--- src/rtl/ahb_apb_pkg.sv ---
// Shared types and constants for the AHB-Lite to APB bridge.
package ahb_apb_pkg;

    typedef enum logic [1:0] {
        HTRANS_IDLE   = 2'b00,
        HTRANS_BUSY   = 2'b01,
        HTRANS_NONSEQ = 2'b10,
        HTRANS_SEQ    = 2'b11
    } htrans_t;

    typedef enum logic [2:0] {
        ST_IDLE,
        ST_WDATA,
        ST_SETUP,
        ST_ACCESS,
        ST_DONE,
        ST_ERR1,
        ST_ERR2
    } bridge_state_t;

    localparam logic HRESP_OKAY  = 1'b0;
    localparam logic HRESP_ERROR = 1'b1;

endpackage

--- src/rtl/ahb_apb_decoder.sv ---
// Combinational slave decode of the address bits at and above the slave-index field.
module ahb_apb_decoder #(
    parameter int FIELD_W    = 20,
    parameter int NUM_SLAVES = 4,
    parameter int IDX_W      = 2
) (
    input  logic [FIELD_W-1:0]    field_i,
    output logic [IDX_W-1:0]      idx_o,
    output logic [NUM_SLAVES-1:0] sel_o,
    output logic                  unmapped_o
);

    logic hi_nz;

    assign idx_o = field_i[IDX_W-1:0];

    // Any set bit above the index field lands outside the APB window.
    generate
        if (FIELD_W > IDX_W) begin : g_hi
            assign hi_nz = |field_i[FIELD_W-1:IDX_W];
        end else begin : g_nohi
            assign hi_nz = 1'b0;
        end
    endgenerate

    always_comb begin
        unmapped_o = hi_nz || ({1'b0, idx_o} >= (IDX_W+1)'(NUM_SLAVES));
        sel_o      = '0;
        for (int i = 0; i < NUM_SLAVES; i++) begin
            sel_o[i] = !unmapped_o && (idx_o == IDX_W'(i));
        end
    end

endmodule

--- src/rtl/ahb_apb_bridge_param.sv ---
// AHB-Lite to multi-slave APB bridge with wait states, slave error, decode error and timeout.
module ahb_apb_bridge_param
    import ahb_apb_pkg::*;
#(
    parameter int ADDR_W     = 32,
    parameter int DATA_W     = 32,
    parameter int NUM_SLAVES = 4,
    parameter int SLV_LSB    = 12,
    parameter int TIMEOUT    = 0
) (
    input  logic                         Hclk,
    input  logic                         Hreset,
    input  logic                         Hwrite,
    input  logic                         Hreadyin,
    input  logic [1:0]                   Htrans,
    input  logic [ADDR_W-1:0]            Haddr,
    input  logic [DATA_W-1:0]            Hwdata,
    output logic [DATA_W-1:0]            Hrdata,
    output logic                         Hresp,
    output logic                         Hreadyout,
    output logic [ADDR_W-1:0]            Paddr,
    output logic [DATA_W-1:0]            Pwdata,
    output logic                         Pwrite,
    output logic [NUM_SLAVES-1:0]        Pselx,
    output logic                         Penable,
    input  logic [NUM_SLAVES*DATA_W-1:0] Prdata,
    input  logic [NUM_SLAVES-1:0]        Pready,
    input  logic [NUM_SLAVES-1:0]        Pslverr
);

    localparam int IDX_W   = (NUM_SLAVES > 1) ? $clog2(NUM_SLAVES) : 1;
    localparam int FIELD_W = ADDR_W - SLV_LSB;
    localparam int CNT_W   = (TIMEOUT > 1) ? $clog2(TIMEOUT + 1) : 1;
    localparam logic [CNT_W-1:0] CNT_LAST = (TIMEOUT > 0) ? CNT_W'(TIMEOUT - 1) : '0;

    bridge_state_t         state_q;
    logic [IDX_W-1:0]      idx_q;
    logic [NUM_SLAVES-1:0] sel_q;
    logic [CNT_W-1:0]      cnt_q;
    logic [DATA_W-1:0]     hrdata_q;
    logic                  hresp_q;
    logic                  hready_q;
    logic [ADDR_W-1:0]     paddr_q;
    logic [DATA_W-1:0]     pwdata_q;
    logic                  pwrite_q;
    logic [NUM_SLAVES-1:0] psel_q;
    logic                  penable_q;

    htrans_t               htrans_s;
    logic                  xfer_vld;
    logic [IDX_W-1:0]      dec_idx;
    logic [NUM_SLAVES-1:0] dec_sel;
    logic                  dec_unmapped;

    assign htrans_s = htrans_t'(Htrans);
    assign xfer_vld = Hreadyin && ((htrans_s == HTRANS_NONSEQ) || (htrans_s == HTRANS_SEQ));

    ahb_apb_decoder #(
        .FIELD_W   (FIELD_W),
        .NUM_SLAVES(NUM_SLAVES),
        .IDX_W     (IDX_W)
    ) u_dec (
        .field_i   (Haddr[ADDR_W-1:SLV_LSB]),
        .idx_o     (dec_idx),
        .sel_o     (dec_sel),
        .unmapped_o(dec_unmapped)
    );

    always_ff @(posedge Hclk or posedge Hreset) begin
        if (Hreset) begin
            state_q   <= ST_IDLE;
            idx_q     <= '0;
            sel_q     <= '0;
            cnt_q     <= '0;
            hrdata_q  <= '0;
            hresp_q   <= HRESP_OKAY;
            hready_q  <= 1'b1;
            paddr_q   <= '0;
            pwdata_q  <= '0;
            pwrite_q  <= 1'b0;
            psel_q    <= '0;
            penable_q <= 1'b0;
        end else begin
            case (state_q)
                ST_IDLE, ST_DONE: begin
                    hready_q <= 1'b1;
                    hresp_q  <= HRESP_OKAY;
                    state_q  <= ST_IDLE;
                    if (xfer_vld) begin
                        hready_q <= 1'b0;
                        if (dec_unmapped) begin
                            hresp_q <= HRESP_ERROR;
                            state_q <= ST_ERR1;
                        end else begin
                            idx_q    <= dec_idx;
                            sel_q    <= dec_sel;
                            paddr_q  <= Haddr;
                            pwrite_q <= Hwrite;
                            if (Hwrite) begin
                                state_q <= ST_WDATA;
                            end else begin
                                psel_q  <= dec_sel;
                                state_q <= ST_SETUP;
                            end
                        end
                    end
                end
                // Write data arrives one cycle after the address phase.
                ST_WDATA: begin
                    pwdata_q <= Hwdata;
                    psel_q   <= sel_q;
                    state_q  <= ST_SETUP;
                end
                ST_SETUP: begin
                    penable_q <= 1'b1;
                    cnt_q     <= '0;
                    state_q   <= ST_ACCESS;
                end
                ST_ACCESS: begin
                    if (Pready[idx_q]) begin
                        psel_q    <= '0;
                        penable_q <= 1'b0;
                        if (Pslverr[idx_q]) begin
                            hresp_q <= HRESP_ERROR;
                            state_q <= ST_ERR1;
                        end else begin
                            hready_q <= 1'b1;
                            state_q  <= ST_DONE;
                            if (!pwrite_q) begin
                                hrdata_q <= Prdata[idx_q*DATA_W +: DATA_W];
                            end
                        end
                    end else if ((TIMEOUT != 0) && (cnt_q == CNT_LAST)) begin
                        // Abandon a slave that never answers; the master sees an ERROR.
                        psel_q    <= '0;
                        penable_q <= 1'b0;
                        hresp_q   <= HRESP_ERROR;
                        state_q   <= ST_ERR1;
                    end else begin
                        cnt_q <= cnt_q + 1'b1;
                    end
                end
                ST_ERR1: begin
                    hresp_q  <= HRESP_ERROR;
                    hready_q <= 1'b1;
                    state_q  <= ST_ERR2;
                end
                ST_ERR2: begin
                    hresp_q  <= HRESP_OKAY;
                    hready_q <= 1'b1;
                    state_q  <= ST_IDLE;
                end
                default: begin
                    state_q <= ST_IDLE;
                end
            endcase
        end
    end

    assign Hrdata    = hrdata_q;
    assign Hresp     = hresp_q;
    assign Hreadyout = hready_q;
    assign Paddr     = paddr_q;
    assign Pwdata    = pwdata_q;
    assign Pwrite    = pwrite_q;
    assign Pselx     = psel_q;
    assign Penable   = penable_q;

endmodule

--- config.mk ---
export PLATFORM = sky130hd
export DESIGN_NAME = ahb_apb_bridge_param
export DESIGN_NICKNAME = d
export VERILOG_FILES = /design/src/rtl/ahb_apb_pkg.sv /design/src/rtl/ahb_apb_decoder.sv /design/src/rtl/ahb_apb_bridge_param.sv
export SDC_FILE = /design/constraint.sdc
export NUM_CORES = 1
export LEC_CHECK = 0
export BUFFER_PORTS_ARGS = -buffer_cell sky130_fd_sc_hd__buf_2
export CAP_MARGIN = 20
export CORE_MARGIN = 4
export CORE_UTILIZATION = 40
export DETAILED_ROUTE_END_ITERATION = 8
export PLACE_DENSITY = 0.86
export SYNTH_ARGS = -nofsm -noshare
export SYNTH_HDL_FRONTEND = slang
export SYNTH_SLANG_ARGS = --single-unit
--- constraint.sdc ---
create_clock -name Hclk -period 3.4 [get_ports Hclk]
set_input_delay 0.68 -clock Hclk [delete_from_list [all_inputs] [get_ports Hclk]]
set_output_delay 0.68 -clock Hclk [all_outputs]
set_load 0.02 [all_outputs]
Yosys cells after proc, flatten, opt, wreduce, memory -nomap -nowiden

Index checks and enable logic that the tools add are counted.
W data, S select, Z words.

Bits of input ports: 206
Memory bits (writable): 0
Memories: 0
ROM bits: 0
Output and inout bits: 104
Bits in registers: 113
Latch bits: 0
Logic and storage cells: 81

$add $sub $neg: 0
Reductions and logical operators: 22
Magnitude comparators: 1
Div/mod/pow operators: 0
Equal/unequal tests: 17
Bitwise logic cells: 3
Shift operators: 1
Muxes and demuxes: 26
Multiply operators: 0

Operators by type and width:

| kind                 | number |
|---|---|
| $shiftx A128 B8 Y32  | 1 |
| $reduce_or A18 Y1    | 1 |
| $mux W4              | 4 |
| $pmux W3 S5          | 1 |
| $ne A2 B2 Y1 const B | 6 |
| $pmux W4 S3          | 1 |
| $mux W1              | 11 |
| $eq A3 B3 Y1 const B | 3 |
| $mux W3              | 3 |
| $reduce_and A3 Y1    | 3 |
| $eq A2 B2 Y1 const B | 4 |
| $eq A3 B2 Y1 const B | 2 |
| $reduce_bool A3 Y1   | 2 |
| $logic_and A1 B1 Y1  | 5 |
| $reduce_and A5 Y1    | 1 |
| $bmux W1 S2          | 2 |
| $pmux W1 S4          | 1 |
| $reduce_and A4 Y1    | 1 |
| $reduce_bool A4 Y1   | 1 |
| $reduce_or A2 Y1     | 2 |
| $eq A3 B1 Y1 const B | 1 |
| $logic_not A3 Y1     | 1 |
| $lt A2 B3 Y1 const B | 1 |
| $not A1 Y1           | 3 |
| other kinds (9)      | 9 |

Longest topological paths before layout

Gate-level depths: netlist (run 1).

Depth after elaboration: 7
Gate-level depth with buffers: 8
Gate-level depth less buffers: 5

Cells and area by module

Synthesis (run 1) repeated with hierarchy kept, for this count alone.

Cell total of the unflattened synthesis: 406
Area total of the unflattened synthesis: 5300.1 µm²

By module, submodules not included:

| module               | area an instance (µm²) | times used | cells an instance | seq. area each (µm²) |
|---|---|---|---|---|
| ahb_apb_bridge_param | 5183.7                 | 1          | 390               | 2829.0 |
| ahb_apb_decoder      | 116.4                  | 1          | 16                | 0.0 |

Worst setup path before layout (run 1)

Ideal clock, no wire load.

Kind: input port to flip-flop
Start point: input Pslverr[1]
End point: register hrdata_q[0] (netlist: Hrdata[0])
Data arrival time: 1.992 ns
Buffers on the path: 2
Stages on the path: 6
Library setup time: 0.125 ns
Slack: 1.283 ns
Cell sequence: o311ai_1 > o21ai_2 > or3_1 > buf_6 > buf_12 > mux2_4

Longest elaborated chain between the ends: 4

Ends and longest elaborated chain:

| what                          | RTL line                    | source |
|---|---|---|
| start: declaration            | ahb_apb_bridge_param.sv:28  | `input logic [NUM_SLAVES-1:0] Pslverr` |
| $bmux W1 S2                   | ahb_apb_bridge_param.sv:123 | `if (Pslverr[idx_q]) begin` |
| $mux W1 (implied by the code) | ahb_apb_bridge_param.sv:123 |  |
| $not A1 Y1 (no line)          | -                           |  |
| $reduce_and A4 Y1 (no line)   | -                           |  |
| end signal: assignment        | ahb_apb_bridge_param.sv:130 | `hrdata_q <= Prdata[idx_q*DATA_W +: DATA_W];` |
| end: declaration              | ahb_apb_bridge_param.sv:40  | `logic [DATA_W-1:0] hrdata_q;` |

Every way passes these cells. The select of a mux whose other input is x is not followed.
A chain may end at the register's enable or synchronous reset.

Final worst setup path (run 1)

Start point: register state_q[0]
End point: register hrdata_q[4] (netlist: Hrdata[4])

Longest elaborated chain between the ends: 2

Ends and longest elaborated chain:

| what                        | RTL line                   | source |
|---|---|---|
| start: declaration          | ahb_apb_bridge_param.sv:36 | `bridge_state_t state_q;` |
| start signal: assignment    | ahb_apb_bridge_param.sv:71 | `state_q <= ST_IDLE;` |
| start signal: assignment    | ahb_apb_bridge_param.sv:88 | `state_q <= ST_IDLE;` |
| start signal: assignment    | ahb_apb_bridge_param.sv:93 | `state_q <= ST_ERR1;` |
| $eq A3 B2 Y1                | -                          |  |
| $reduce_and A4 Y1 (no line) | -                          |  |

Every way passes these cells.

==> flow_metrics.py, run 1 <==
metrics = {
    "floorplanning": {
        "io_pins": 310,
        "die_h_um": 123,
        "initial_core_util_pct": 41.4,
        "num_rows": 41,
        "dieArea_mm2": 0.0151,
        "core_area_mm2": 0.0128,
        "die_w_um": 123,
    },
    "clocking": {
        "post-cts-setup-buffers": 0,
        "cts_max_path_buffers": 2,
        "clock_sinks": 111,
        "cts_hold_buffers": 0,
        "cts_resized": 0,
        "numCtsBuffers": 9,
        "cts_root_buf": "clkbuf_16",
        "clk_pin_slew_ns": 0.08,
        "insertion_delay_ns": 0.34,
        "cts_tree": "done",
        "h-tree-depth": 3,
    },
    "placed_design": {
        "placed_area_mm2": 0.00694,
        "io_buffers": 308,
        "place_congestion": 0.776,
        "hpwl_mm": 12.3,
    },
    "setup_path": {
        "r2r-start": "state_q[0]$_DFFE_PP0P_",
        "crit_type": "reg2reg",
        "cp_slowest_cell": "or3_2",
        "required_ns": 3.62,
        "crit_fanout": 32,
        "start_kind": "register",
        "r2r_cells": 4,
        "path_cells": "nor2b_1, nand2_1, or3_2, mux2_1",
        "rr_endpoint": "Hrdata[4]$_DFFE_PP0P_",
        "cp.arrival_ns": 2.83,
        "path_buf_inv": 0,
        "max_stage_delay_ns": 0.89,
        "critPathTopFamily": "simple AND/OR/NAND/NOR gates",
        "critPathCaptureType": "register",
        "rrSetupSlack_ns": 0.79,
    },
    "sta": {
        "fmax_mhz": 384,
        "slew_headroom_pct": 29.2,
        "setup_tns_ns": 0,
        "fin_crit_sh_pct": 76.7,
        "setup_viol": 0,
        "rsz0062_at_grt": "no",
        "slew_viol_final": 0,
        "hold_viol": 0,
        "fin_skew_ns": 0.00886,
        "holdWs_ns": 0.221,
        "timing.final.crit_period_ns": 2.61,
        "worst_pin_slew_ns": 1.06,
    },
    "routing": {
        "drc_errors": 0,
        "viasPerCell": 5.01,
        "finalWirelength_mm": 15.4,
        "wl_per_cell_um": 18.6,
        "num_vias": 4151,
        "first_iter_violations": 220,
        "ant_nets": 0,
        "detail_route.first_pass.iterations": 4,
    },
    "synthesis": {
        "synth.area.mux_share_pct": 34.6,
        "synth_fa_ha_area_share_pct": 0,
        "ys_seq_elements": 111,
        "synth_warnings": 0,
        "synth_xor_area_share_pct": 0,
        "synth_compound_area_share_pct": 2.91,
        "synth_top_family_by_area": "multiplexers",
        "synth_nets": 550,
        "synth_area_mm2": 0.00528,
        "synth-seq-area-share_pct": 52.6,
        "syn_area_per_cell_um2": 15.4,
        "yosys.cell_types.count": 41,
        "syn_inst": 344,
        "synth-simple-area-share_pct": 6.47,
    },
    "run": {
        "drv_cap": 0,
    },
    "worst_hold_path": {
        "hp-class": "in2async",
    },
    "power_and_ir_drop": {
        "power_density_mw_per_mm2": 696,
        "leakage_nw": 3.80,
        "ir_drop_uv": 454,
    },
    "global_routing": {
        "grt_pass1_wl_mm": 21.9,
        "antenna_found_initial": 3,
        "grt_usage_pct": 19.1,
        "grt_max_degree": 42,
        "gr-total-overflow": 0,
        "first_global_vias": 4189,
    },
    "cells_and_area": {
        "final_common_cell": "buf_2",
        "final_cell_area_mm2": 0.00726,
        "syn2layout_area_growth_pct": 37.5,
        "fin_nets": 853,
        "drive_above_1_share_pct": 62.0,
        "mostFrequentLayoutCells": "buf_2, dfrtp_1, mux2_1",
    },
    "status": {
        "status": "complete, no violations",
    },
}
[cells in the mapped netlist (all sizes together)]
cell type  instances  area, um^2
a2111oi            1        8.76
a21o               1        7.51
a221o              1        10.0
a22oi              1        7.51
a31oi              1        6.26
a32o               1        10.0
and2              18         113
and3               1        6.26
and3b              1        8.76
buf               16         138
clkbuf             6        22.5
dfrtp            110        2750
dfstp              1        26.3
inv                6        22.5
mux2              84        1060
mux2i              2        20.0
mux4              33         747
nand2             13        48.8
nand2b             4        25.0
nand3              1        5.00
nand3b             1        11.3
nand4              1        6.26
nand4b             1        8.76
nor2              11        41.3
nor2b              2        12.5
nor3               1        5.00
nor4               5        31.3
o21ai             11        58.8
o22ai              1        6.26
o311ai             1        8.76
o31ai              4        30.0
or2                1        6.26
or3                2        12.5
[final cells by class]
type	count	area (um^2)
Clock inverter	6	76.3
Antenna cell	4	10.0
Fill cell	1073	5510
Tap cell	172	215
Timing Repair Buffer	314	1590
Sequential cell	111	2780
Clock buffer	10	239
Inverter	6	26.3
Multi-Input combinational cell	205	2330
[registers in the layout, summed over array words and instances, names as in the netlist]
| signal | count |
|---|---|
| sel_q | 4 |
| Pwrite | 1 |
| Penable | 1 |
| Hrdata | 32 |
| Hresp | 1 |
| Pselx | 4 |
| Pwdata | 32 |
| state_q | 3 |
| Hreadyout | 1 |
| Paddr | 31 |
| idx_q | 1 |
[where the power goes]
part / switching [mW] / total, mW / internal (mW)
clock network: 0.499 / 1.10 / 0.604
logic: 1.07 / 1.96 / 0.887
registers: 0.244 / 1.99 / 1.75
total: 1.82 / 5.05 / 3.24
[per-layer routing]
layer / up-vias / track usage [%] / share of wire (%)
li1: 1885 / - / -
met1: 2054 / 21.1 / 36
met2: 202 / 34.8 / 53
met3: 10 / 7.23 / 9.9
met4: 0 / 4.48 / 1.1
met5: - / 0 / 0
[worst register-to-register path, delay by kind of cell, from the launching register on]
family / cells / cell delay (ns)
muxes: 1 / 0.50
and+or+nand+nor: 3 / 1.53
DFF: 1 / 0.45
[worst max-delay path by stage]
| stage | endpoint | from | cells past startpoint |
|---|---|---|---|
| after detailed placement | Hrdata[4]$_DFFE_PP0P_ | Pslverr[1] | 5 |
| after floorplan | Hrdata[0]$_DFFE_PP0P_ | Pslverr[1] | 6 |
| final | Hrdata[4]$_DFFE_PP0P_ | state_q[0]$_DFFE_PP0P_ | 4 |
| after global placement | Hrdata[3]$_DFFE_PP0P_ | Pready[1] | 6 |
| after global routing | Hrdata[4]$_DFFE_PP0P_ | state_q[0]$_DFFE_PP0P_ | 4 |
| after CTS | Hrdata[3]$_DFFE_PP0P_ | state_q[0]$_DFFE_PP0P_ | 4 |
[cells by family after synthesis]
logic type | Yosys count
flip-flops | 111
AO/OA/AOI/OAI | 23
AND/OR/NAND/NOR | 63
buffers and inverters | 28
multiplexers | 119
[stage by stage]
stage	total power, mW	std cells	setup slack (ns)	util, %
after floorplan	3.29	344	1.28	-
after global placement	3.92	808	0.591	54.3
after detailed placement	4.00	808	0.589	54.3
after CTS	5.12	824	0.808	56.8
after global routing	5.31	826	0.650	56.8
final	5.05	828	0.793	56.9
Note: power is estimated with default switching activity, not from simulation.
==> inputs of run 2 (changes only) <==
--- a/config.mk
+++ b/config.mk
@@ -5,12 +5,13 @@
 export SDC_FILE = /design/constraint.sdc
 export NUM_CORES = 1
 export LEC_CHECK = 0
+export ABC_AREA = 1
 export BUFFER_PORTS_ARGS = -buffer_cell sky130_fd_sc_hd__buf_2
 export CAP_MARGIN = 20
-export CORE_MARGIN = 4
-export CORE_UTILIZATION = 40
+export CORE_AREA = 4 4 119 121
 export DETAILED_ROUTE_END_ITERATION = 8
-export PLACE_DENSITY = 0.86
+export DIE_AREA = 0 0 123 125
+export PLACE_DENSITY = 0.85
 export SYNTH_ARGS = -nofsm -noshare
 export SYNTH_HDL_FRONTEND = slang
 export SYNTH_SLANG_ARGS = --single-unit
==> constraint.sdc (replaced) <==
create_clock -name Hclk -period 2.41 [get_ports Hclk]
set_input_delay 0.482 -clock Hclk [delete_from_list [all_inputs] [get_ports Hclk]]
set_output_delay 0.482 -clock Hclk [all_outputs]
set_load 0.02 [all_outputs]
==> flow_metrics.py, run 2 <==
metrics = {
    "setup_path": {
        "start_kind": "register",
        "critPathTopFamily": "buffers and inverters",
        "rrSetupSlack_ns": 0.34,
        "path_cells": "buf_4, buf_2",
        "path_buf_inv": 2,
        "cp.arrival_ns": 1.63,
        "cp_slowest_cell": "dfrtp_2",
        "r2r-start": "idx_q[0]$_DFFE_PP0P_",
        "max_stage_delay_ns": 0.61,
        "rr_endpoint": "Hrdata[27]$_DFFE_PP0P_",
        "crit_fanout": 41,
        "critPathCaptureType": "output pin",
        "r2r_cells": 9,
        "crit_type": "reg2out",
        "cp.depth": 2,
        "required_ns": 1.93,
    },
    "synthesis": {
        "synth_largest_area_cell": "dfrtp_1",
        "ys.flop_type": "dfrtp_1",
        "synth_edf_count": 0,
        "synthTopCellsByCount": "nand2_1, dfrtp_1, nor2_1",
        "synth-seq-area-share_pct": 51.6,
        "ys_seq_elements": 111,
        "synth_area_mm2": 0.00539,
        "yosys.area.top_type_share_pct": 51.1,
        "synth_warnings": 0,
        "synthArstFlopShare_pct": 100,
        "syn_area_per_cell_um2": 7.58,
        "syn_inst": 711,
        "yosys.cell_types.count": 27,
        "synth_nets": 917,
        "synthTopCellsByArea": "dfrtp_1, nand2_1, o21ai_0, nor2_1, nand3_1",
        "yosysMostFrequentCell": "nand2_1",
    },
    "cells_and_area": {
        "mostFrequentLayoutCells": "buf_2, nand2_1, dfrtp_1",
        "syn2layout_area_growth_pct": 37.3,
        "fin_nets": 1209,
        "final_common_cell": "buf_2",
        "drive_above_1_share_pct": 35.1,
    },
    "power_and_ir_drop": {
        "clock_power_share_pct": 22.2,
        "power_frac_seq_pct": 39.5,
        "p_int_mw": 4.20,
        "power_frac_comb_pct": 38.3,
        "ir_drop_uv": 556,
        "leakage_nw": 4.44,
        "power_density_mw_per_mm2": 941,
        "p_sw_mw": 2.76,
        "switching_share_pct": 39.7,
    },
    "sta": {
        "fin_crit_sh_pct": 87.4,
        "setup_viol": 0,
        "fmax_mhz": 474,
        "layout_setup_ws_ns": 0.302,
        "timing.final.crit_period_ns": 2.11,
        "slew_headroom_pct": 33.7,
        "fin_skew_ns": 0.00804,
        "hold_viol": 0,
        "slew_viol_final": 0,
        "holdWs_ns": 0.158,
        "rsz0062_at_grt": "no",
        "worst_pin_slew_ns": 0.993,
        "setup_tns_ns": 0,
    },
    "clocking": {
        "clock_sinks": 111,
        "insertion_delay_ns": 0.34,
        "clk_pin_slew_ns": 0.07,
        "h-tree-depth": 3,
        "numCtsBuffers": 9,
        "cts_hold_buffers": 0,
        "cts_root_buf": "clkbuf_16",
        "cts_resized": 0,
        "cts_max_path_buffers": 2,
        "cts_tree": "done",
        "post-cts-setup-buffers": 0,
    },
    "placed_design": {
        "place_congestion": 0.872,
        "place_ws_ns": 0.313,
        "hpwl_mm": 13.1,
        "io_buffers": 308,
    },
    "floorplanning": {
        "dieArea_mm2": 0.0154,
        "core_area_mm2": 0.0131,
        "initial_core_util_pct": 41.2,
        "die_w_um": 123,
        "die_h_um": 125,
        "io_pins": 310,
        "num_rows": 42,
    },
    "run": {
        "drv_cap": 0,
    },
    "routing": {
        "ant_nets": 0,
        "viasPerCell": 4.80,
        "detail_route.first_pass.iterations": 4,
        "wl_per_cell_um": 14.5,
        "drc_errors": 0,
        "finalWirelength_mm": 17.2,
        "first_iter_violations": 343,
        "num_vias": 5685,
    },
    "global_routing": {
        "grt_max_degree": 54,
        "antenna_found_initial": 0,
        "first_global_vias": 5337,
        "grt_usage_pct": 21.5,
        "grt_pass1_wl_mm": 26.3,
        "gr-total-overflow": 0,
    },
    "status": {
        "status": "complete, no violations",
    },
    "worst_hold_path": {
        "hp-class": "in2async",
    },
}
==> run 2: worst max path at each step <==
stage                    startpoint  slack [ns]                     end
5_1_grt        idx_q[0]$_DFFE_PP0P_        0.11  Hrdata[31]$_DFFE_PP0P_
2_1_floorplan                Hreset        0.59   Hrdata[0]$_DFFE_PP0P_
6_report       idx_q[0]$_DFFE_PP0P_        0.30               Paddr[12]
3_5_place_dp   idx_q[0]$_DFFE_PP0P_        0.31  Hrdata[28]$_DFFE_PP0P_
4_1_cts        idx_q[0]$_DFFE_PP0P_        0.30   Hrdata[1]$_DFFE_PP0P_
3_3_place_gp              Haddr[14]        0.33   Paddr[13]$_DFFE_PP0P_
==> run 2: worst register-to-register path: cells and delay by family (launching register included) <==
family / cells / cell delay (ns)
AOI/OAI and AO/OA: 1 / 0.11
buffers and inverters: 1 / 0.23
DFF: 1 / 0.61
and+or+nand+nor: 7 / 1.02
==> run 2: through the flow <==
step                power [mW]  std cells  instance area (um^2)  util (%)
CTS                       7.05       1184                  7400      56.5
finish                    6.96       1185                  7400      56.6
detailed placement        5.48       1168                  7080      54.1
global route              7.43       1184                  7400      56.5
global placement          5.39       1168                  7080      54.1
floorplan                 4.42        711                  5390         -
==> run 2: cells by family (layout without fill, tap and decap cells) <==
| kind of cell | count (synthesis) | after routing | share of synthesized area (%) |
|---|---|---|---|
| AND/OR/NAND/NOR | 412 | 412 | 31.0 |
| AO/OA/AOI/OAI | 111 | 111 | 11.2 |
| flip-flops | 111 | 111 | 51.6 |
| buffers and inverters | 77 | 374 | 6.29 |
| other | 0 | 1 | 0 |
==> run 2: layer usage <==
metal,GRT usage [%],vias to the layer above,wire length (um)
li1,-,2866,-
met1,26.7,2580,6860
met2,36.9,219,8530
met3,6.23,20,1540
met4,4.69,0,225
met5,0,-,0
==> run 2: cell type report <==
class	instances	area [um^2]
timing repair buffer	322	1670
inverter	36	139
antenna	1	2.50
multi-input combinational	523	2270
clock buffer	11	253
clock inverter	5	63.8
tap	176	220
sequential	111	2780
fill	1239	5690
==> run 2: power by group through the flow <==
stage | Sequential (mW) | Clock, mW | Combinational [mW]
2_1_floorplan | 3.46 | 0 | 0.961
3_3_place_gp | 2.75 | 0 | 2.64
3_5_place_dp | 2.77 | 0 | 2.70
4_1_cts | 2.74 | 1.60 | 2.71
5_1_grt | 2.81 | 1.68 | 2.93
6_report | 2.75 | 1.55 | 2.66
==> inputs of run 3 (changes only) <==
--- a/config.mk
+++ b/config.mk
@@ -12,6 +12,8 @@
 export DETAILED_ROUTE_END_ITERATION = 8
 export DIE_AREA = 0 0 123 125
 export PLACE_DENSITY = 0.85
+export RECOVER_POWER = 25
+export REMOVE_ABC_BUFFERS = 1
 export SYNTH_ARGS = -nofsm -noshare
 export SYNTH_HDL_FRONTEND = slang
 export SYNTH_SLANG_ARGS = --single-unit
==> flow_metrics.py, run 3 (synthesis gave the netlist of run 2 again) <==
metrics = {
    "cells_and_area": {
        "instances_no_fill": 1181,
        "multi_input_area_mm2": 0.00227,
        "fill_cells": 1215,
        "final_util_pct": 56.2,
        "syn2layout_area_growth_pct": 36.5,
        "final_common_cell": "buf_2",
        "fin_nets": 1207,
        "drive_above_1_share_pct": 34.8,
        "final_cell_area_mm2": 0.00735,
        "mostFrequentLayoutCells": "buf_2, nand2_1, dfrtp_1",
        "seq_area_mm2": 0.00278,
        "n_antenna_cell": 0,
    },
    "worst_hold_path": {
        "min-delay-start": "Haddr[9]",
        "hp-class": "in2reg",
        "hold-path-endpoint": "Paddr[9]$_DFFE_PP0P_",
        "hold_depth": 3,
    },
    "floorplanning": {
        "initial_core_util_pct": 41.2,
        "num_rows": 42,
        "die_h_um": 125,
        "core_area_mm2": 0.0131,
        "die_w_um": 123,
        "io_pins": 310,
        "dieArea_mm2": 0.0154,
    },
    "setup_path": {
        "start_kind": "register",
        "crit_type": "reg2out",
        "path_cells": "buf_4, buf_2",
        "crit_fanout": 64,
        "r2r_cells": 8,
        "max_stage_delay_ns": 0.50,
        "path_buf_inv": 2,
        "r2r-start": "idx_q[0]$_DFFE_PP0P_",
        "cp.arrival_ns": 1.59,
        "required_ns": 1.93,
        "critPathCaptureType": "output pin",
        "critPathTopFamily": "buffers and inverters",
        "rrSetupSlack_ns": 0.58,
        "rr_endpoint": "Hrdata[22]$_DFFE_PP0P_",
        "cp_slowest_cell": "buf_4",
    },
    "routing": {
        "finalWirelength_mm": 16.3,
        "wl_per_cell_um": 13.8,
        "detail_route.first_pass.iterations": 5,
        "ant_nets": 0,
        "wl_met3_mm": 1.28,
        "wl_met1_mm": 6.57,
        "num_vias": 5745,
        "drc_errors": 0,
        "routed.top_layer": "met4",
        "met2_length_mm": 8.16,
        "first_iter_violations": 393,
        "viasPerCell": 4.86,
    },
    "sta": {
        "rsz0062_at_grt": "no",
        "slew_headroom_pct": 3.54,
        "hold_viol": 0,
        "fin_crit_sh_pct": 86.1,
        "setup_viol": 0,
        "timing.final.crit_period_ns": 2.08,
        "fin_skew_ns": 0.00511,
        "slew_viol_final": 0,
        "holdWs_ns": 0.325,
        "fmax_mhz": 482,
        "worst_pin_slew_ns": 1.45,
    },
    "power_and_ir_drop": {
        "power_density_mw_per_mm2": 940,
        "power_frac_seq_pct": 39.8,
        "leakage_nw": 4.41,
        "ir_drop_uv": 430,
        "clock_power_share_pct": 21.9,
        "power_frac_comb_pct": 38.3,
        "p_int_mw": 4.16,
        "switching_share_pct": 39.8,
        "fin_total_pwr_mw": 6.91,
        "p_sw_mw": 2.75,
    },
    "clocking": {
        "cts_tree": "done",
        "clock_sinks": 111,
        "numCtsBuffers": 9,
        "clk_pin_slew_ns": 0.07,
        "cts_max_path_buffers": 2,
        "cts_resized": 0,
        "h-tree-depth": 3,
        "insertion_delay_ns": 0.35,
        "cts_root_buf": "clkbuf_16",
        "cts_hold_buffers": 0,
        "post-cts-setup-buffers": 0,
    },
    "placed_design": {
        "placed_area_mm2": 0.00706,
        "io_buffers": 308,
        "hpwl_mm": 12.1,
        "dpl.cell_count": 1166,
        "place_congestion": 0.863,
    },
    "global_routing": {
        "grt_usage_pct": 20.1,
        "antenna_found_initial": 0,
        "gr-total-overflow": 0,
        "first_global_vias": 5038,
        "grt_max_degree": 112,
        "grt_pass1_wl_mm": 24.9,
    },
    "status": {
        "status": "complete, no violations",
    },
    "run": {
        "drv_cap": 0,
    },
}
==> run 3: changes by cell type in the layout (fill, tap and decap cells not counted), sizes merged <==
cell	previous run	this run
clkinv	2	1
diode	1	0
clkbuf	11	12
buf	322	318
clkinvlp	1	2
==> run 3: power groups by stage <==
stage	Clock [mW]	Sequential [mW]	Combinational (mW)
6_report	1.52	2.75	2.65
5_1_grt	1.65	2.82	2.92
4_1_cts	1.56	2.75	2.69
3_5_place_dp	0	2.78	2.68
3_3_place_gp	0	2.75	2.63
2_1_floorplan	0	3.46	0.922
==> run 3: through the flow <==
step | setup slack (ns) | TNS [ns]
floorplan | -1.00 | -137.74
global route | 0.258 | 0
CTS | 0.343 | 0
finish | 0.334 | 0
detailed placement | 0.417 | 0
global placement | 0.438 | 0
==> run 3: worst min-delay path: cells and delay by family <==
kind,cells,cell delay (ns)
buffers and inverters,1,0.07
AND/OR/NAND/NOR,2,0.08
==> run 3: per-layer routing <==
metal	vias up	GRT usage (%)
met3	23	3.75
li1	2862	-
met1	2621	25.9
met5	-	0
met4	0	6.84
met2	239	33.9
==> run 3: cell type report <==
type / instances / area share, %
well taps: 176 / 2.99
clock buffers: 10 / 3.25
flip-flops and latches: 111 / 37.8
repair buffers: 320 / 22.3
clock inverters: 5 / 0.902
inverters: 36 / 1.85
multi-input cells: 523 / 30.9
==> run 3: how the worst max path moves through the flow <==
stage          slack [ns]  depth (start not counted)                 start                     to
2_1_floorplan       -1.00                          1                Hreset  Hrdata[0]$_DFFE_PP0P_
3_3_place_gp         0.44                          8             Haddr[26]     Pwrite$_DFFE_PP0P_
3_5_place_dp         0.42                          8             Haddr[26]   Paddr[8]$_DFFE_PP0P_
4_1_cts              0.34                          2  idx_q[0]$_DFFE_PP0P_              Paddr[12]
5_1_grt              0.26                          2  idx_q[0]$_DFFE_PP0P_              Paddr[12]
6_report             0.33                          2  idx_q[0]$_DFFE_PP0P_              Paddr[12]
